**config.mk**
```make
export PLATFORM = sky130hd
export DESIGN_NAME = bsg_aes_block_assembler
export DESIGN_NICKNAME = d
export VERILOG_FILES = /design/src/rtl/bsg_aes_block_assembler.sv
export SDC_FILE = /design/constraint.sdc
export NUM_CORES = 1
export LEC_CHECK = 0
export CORE_UTILIZATION = 41
export DETAILED_ROUTE_END_ITERATION = 7
export PLACE_DENSITY = 0.76
export SLEW_MARGIN = 20
export SYNTH_ARGS = -nofsm -noshare
export SYNTH_HDL_FRONTEND = slang
export SYNTH_SLANG_ARGS = --single-unit
```
**constraint.sdc**
```tcl
create_clock -name clk_i -period 2.4 [get_ports clk_i]
set_input_delay 0.48 -clock clk_i [delete_from_list [all_inputs] [get_ports clk_i]]
set_output_delay 0.48 -clock clk_i [all_outputs]
set_load 0.01 [all_outputs]
```
**src/rtl/bsg_aes_block_assembler.sv**
```systemverilog
// Assembles ring words into a 128-bit key and a 128-bit plaintext block,
// then offers the pair to the AES encryptor over a valid/ready handshake.
module bsg_aes_block_assembler #(
    parameter int unsigned ring_width_p    = 75,
    parameter bit          key_sticky_p    = 1'b1,
    parameter int unsigned dup_cnt_width_p = 8
) (
    input  logic                       clk_i,
    input  logic                       reset_n_i,
    input  logic                       v_i,
    input  logic [ring_width_p-1:0]    data_i,
    output logic                       ready_o,
    output logic                       v_o,
    output logic [127:0]               key_o,
    output logic [127:0]               pt_o,
    input  logic                       ready_i,
    output logic [dup_cnt_width_p-1:0] dup_cnt_o
);

    localparam int unsigned word_w_lp  = 32;
    localparam int unsigned words_lp   = 8;
    localparam int unsigned blk_w_lp   = word_w_lp * words_lp;
    localparam logic [words_lp-1:0] issue_mask_lp = key_sticky_p ? 8'h0F : 8'h00;

    typedef enum logic [0:0] {
        COLLECT = 1'b0,
        ISSUE   = 1'b1
    } state_e;

    state_e                      state_r, state_n;
    logic [words_lp-1:0]         mask_r, mask_n;
    logic [blk_w_lp-1:0]         blk_r, blk_n;
    logic [dup_cnt_width_p-1:0]  dup_n;
    logic                        accept, dup;
    logic [word_w_lp-1:0]        word;
    logic [2:0]                  idx;
    logic                        start;
    logic [7:0]                  bit_base;
    logic                        unused_hi;

    // Ring payload fields; bits above the start flag are don't-care.
    assign word      = data_i[31:0];
    assign idx       = data_i[34:32];
    assign start     = data_i[35];
    assign unused_hi = ^data_i[ring_width_p-1:36];

    // Word 0 lands in the top 32 bits of {key, pt}; word 7 in the bottom.
    assign bit_base  = {~idx, 5'b0_0000};

    // Next-state, mask, storage and duplicate-count update.
    always_comb begin
        state_n = state_r;
        mask_n  = mask_r;
        blk_n   = blk_r;
        dup_n   = dup_cnt_o;
        accept  = 1'b0;
        dup     = 1'b0;
        case (state_r)
            COLLECT: begin
                accept = v_i & ready_o;
                if (accept) begin
                    dup    = ~start & mask_r[idx];
                    mask_n = (start ? 8'h00 : mask_r) | (8'(1) << idx);
                    blk_n[bit_base +: word_w_lp] = word;
                    if (dup && (dup_cnt_o != '1)) begin
                        dup_n = dup_cnt_o + dup_cnt_width_p'(1);
                    end
                end
                if (mask_n == 8'hFF) begin
                    state_n = ISSUE;
                end
            end
            ISSUE: begin
                if (ready_i) begin
                    state_n = COLLECT;
                    mask_n  = issue_mask_lp;
                end
            end
            default: state_n = COLLECT;
        endcase
    end

    // State and datapath registers; handshake outputs follow the next state.
    always_ff @(posedge clk_i) begin
        if (!reset_n_i) begin
            state_r   <= COLLECT;
            mask_r    <= '0;
            blk_r     <= '0;
            dup_cnt_o <= '0;
            v_o       <= 1'b0;
            ready_o   <= 1'b0;
        end else begin
            state_r   <= state_n;
            mask_r    <= mask_n;
            blk_r     <= blk_n;
            dup_cnt_o <= dup_n;
            v_o       <= (state_n == ISSUE);
            ready_o   <= (state_n == COLLECT);
        end
    end

    assign key_o = blk_r[blk_w_lp-1 -: 128];
    assign pt_o  = blk_r[127:0];

endmodule

```
==> reports/metrics.yaml <==
place:
  place_congestion: 0.820
  dp_hpwl_mm: 23.8
  port_buffers: 305
  dpl-instance-area_um2: 13900
critical_path:
  crit_cells: 1
  r2r_setup_slack_ns: 0.46
  crit_chain: "clkdlybuf4s50_1"
  max_stage_delay_ns: 0.65
  crit_path_end_kind: "output pin"
  crit_end: "v_o"
  crit_slowest_cell: "clkdlybuf4s50_1"
  worst-path-buf-inv: 1
  cp-start-kind: "register"
  reg2regPathDepth: 6
  path_max_fanout: 12
  crit_required_ns: 1.92
  startpoint: "state_r"
  r2r_end: "blk_r[172]"
  crit_family: "buffers and inverters"
  timing.rr.start: "state_r"
  worstPathArrival_ns: 1.83
  crit_type: "register to output pin"
floorplan:
  core_area_um2: 24300
  fp.dieW_um: 160
  die_y_um: 160
  fp-row-count: 57
  ios: 345
  fp.dieArea_um2: 25400
  start_util: 0.418
sta:
  setup-violations-final: 0
  slew_violations: 0
  fin_worst_skew_ns: 0.0262
  rsz0062_at_grt: "no"
  fmaxAchievable_ghz: 0.432
  worst_slew_pin_slew_ns: 0.515
  post-route-period-util: 0.964
  tns_ns: 0
  holdWs_ns: 0.450
  finalCriticalPeriod_ns: 2.31
  slew_headroom: 0.656
  finalHoldViolCount: 0
detailed_routing:
  wl_mm: 35.1
  highest_layer: "met4"
  drt-pass1-iter-count: 6
  met3WireLength_mm: 2.98
  ant_nets: 0
  wl_met2_mm: 16.4
  vias: 10100
  wl_per_cell_um: 18.3
  drt_iter0_drc: 687
  via_per_inst: 5.27
  wl_met1_mm: 14.5
  remaining_drc_errors: 0
clock_tree:
  cts.clk_slew.worst_paths_ns: 0.06
  clockBufferDepth: 3
  htreeDepth: 1
  clkLatencyLatePin_ns: 0.54
  cts_inserted_buffers: 28
  cts_resized: 0
  cts_setup_buffers: 0
  cts_hold_buf: 0
  cts_root_buffer: "clkbuf_16"
  cts_sinks: 274
  cts_tree: "done"
power:
  p_leak_uw: 0.00497
  fin_total_pwr_uw: 9660
  irDropWorstVdd_uv: 490
  power_density_nw_per_um2: 650
logic_synthesis:
  synthesis.nets: 1383
  avgSynthCellArea_um2: 7.85
  syn_area_um2: 10200
  yosys.area.top_type: "dfxtp_1"
  ys_ff_latch: 274
  synth.top_cells.by_area: "dfxtp_1 54%, nand2_1 16%, a21oi_1 13%"
  yosysTopAreaCellShare: 0.539
  synth_cells: 1296
  yosysSeqAreaShare: 0.539
  synth.distinct_cells: 36
  ys.warnings.count: 0
layout:
  finalInstanceArea_um2: 14900
  drive_above_1_share: 0.0816
  area_growth_syn_to_layout_pct: 46.2
  num_antenna_cells: 0
  mostFrequentLayoutCells: "437 x nand2_1, 305 x clkdlybuf4s50_1, 274 x dfxtp_1, 264 x a21oi_1, 93 x nand3_1"
  final_common_cell: "nand2_1"
  nets: 1660
global_routing:
  grt_max_degree: 51
  grt_usage: 0.268
  grt_antenna_before_repair: 0
  grt_pass1_vias: 9653
  grt_first_pass_wirelength_mm: 54.2
  grt.overflow.total: 0
status:
  status: "complete, no violations"
worst_hold_path:
  hp-class: "register to register"
run:
  drv_cap: 0
## Yosys cell counts
cell       instances
and2_1             5
buf_6              2
ha_1               8
nand3_1           94
nand4b_2           1
and4_1             1
and3_2             1
a21oi_1          264
nor3_1             9
mux4_1             1
a2111oi_4          1
or3_1              5
a211oi_1           4
clkinv_1           1
nand2b_1           2
and3_1             4
and3b_1            2
or2_2              1
nor2_1            13
or3_2              2
nor2b_1            8
nor4_1             2
mux2i_1            3
a32oi_1            3
o21a_1             2
dfxtp_1          274
a22oi_1            5
o21ai_0            5
nand2_1          437
buf_2             41
clkbuf_1          83
inv_1              5
xor2_1             1
nand4_1            1
buf_1              2
o22a_1             3
## report_power, final
| group | internal (µW) | switching, µW |
|---|---|---|
| clock network | 2630 | 1770 |
| logic | 257 | 391 |
| registers | 4590 | 23.9 |
## logic make-up (layout without fill, tap and decap cells)
kind of cell,count (synthesis),in the layout,share of synthesized area
buffers and inverters,134,431,0.0560
adder cells (fa/ha/maj),8,8,0.00984
XOR/XNOR,1,1,0.000861
flip-flops,274,274,0.539
multiplexers,4,4,0.00554
AND/OR/NAND/NOR,588,588,0.240
AO/OA/AOI/OAI,287,287,0.148
## cell type report
type / count / area (µm²)
Fill cell: 2085 / 9450
Sequential cell: 274 / 5490
Multi-Input combinational cell: 888 / 4160
Timing Repair Buffer: 375 / 3850
Clock buffer: 41 / 841
Tap cell: 324 / 405
Clock inverter: 9 / 98.8
Inverter: 6 / 30.0
## metal layers
layer / up-vias / global-route usage
met4: 0 / 0.101
met5: - / 0
met1: 4745 / 0.337
met2: 466 / 0.447
li1: 4816 / -
met3: 79 / 0.0604
## flip-flops by register name, indices dropped and copies added, names as in the netlist
| signal | flops |
|---|---|
| blk_r | 256 |
| ready_o | 1 |
| state_r | 1 |
| dup_cnt_o | 8 |
| mask_r | 8 |
## worst min path at each step
stage	startpoint	to	slack [ns]	cells after the start
finish	blk_r[188]	blk_r[188]	0.45	2
global route	blk_r[213]	blk_r[213]	0.46	2
CTS	blk_r[226]	blk_r[226]	0.45	2
detailed placement	blk_r[112]	blk_r[112]	0.44	2
global placement	blk_r[115]	blk_r[115]	0.44	2
floorplan	mask_r[6]	mask_r[6]	0.44	2
## tightest hold or removal path, cell delays in order (launching register included)
cell and delay (ns):
dfxtp_1 0.31, nand2_1 0.05, a21oi_1 0.05
## metrics by stage
stage,setup WS (ns),cells,utilization
after global placement,-0.357,1867,0.573
after CTS,0.0787,1917,0.612
after floorplan,0.0534,1296,-
after detailed placement,-0.384,1867,0.573
final,0.0871,1917,0.612
after global routing,0.00159,1917,0.612
No activity file was read; power rests on OpenSTA's default activity.
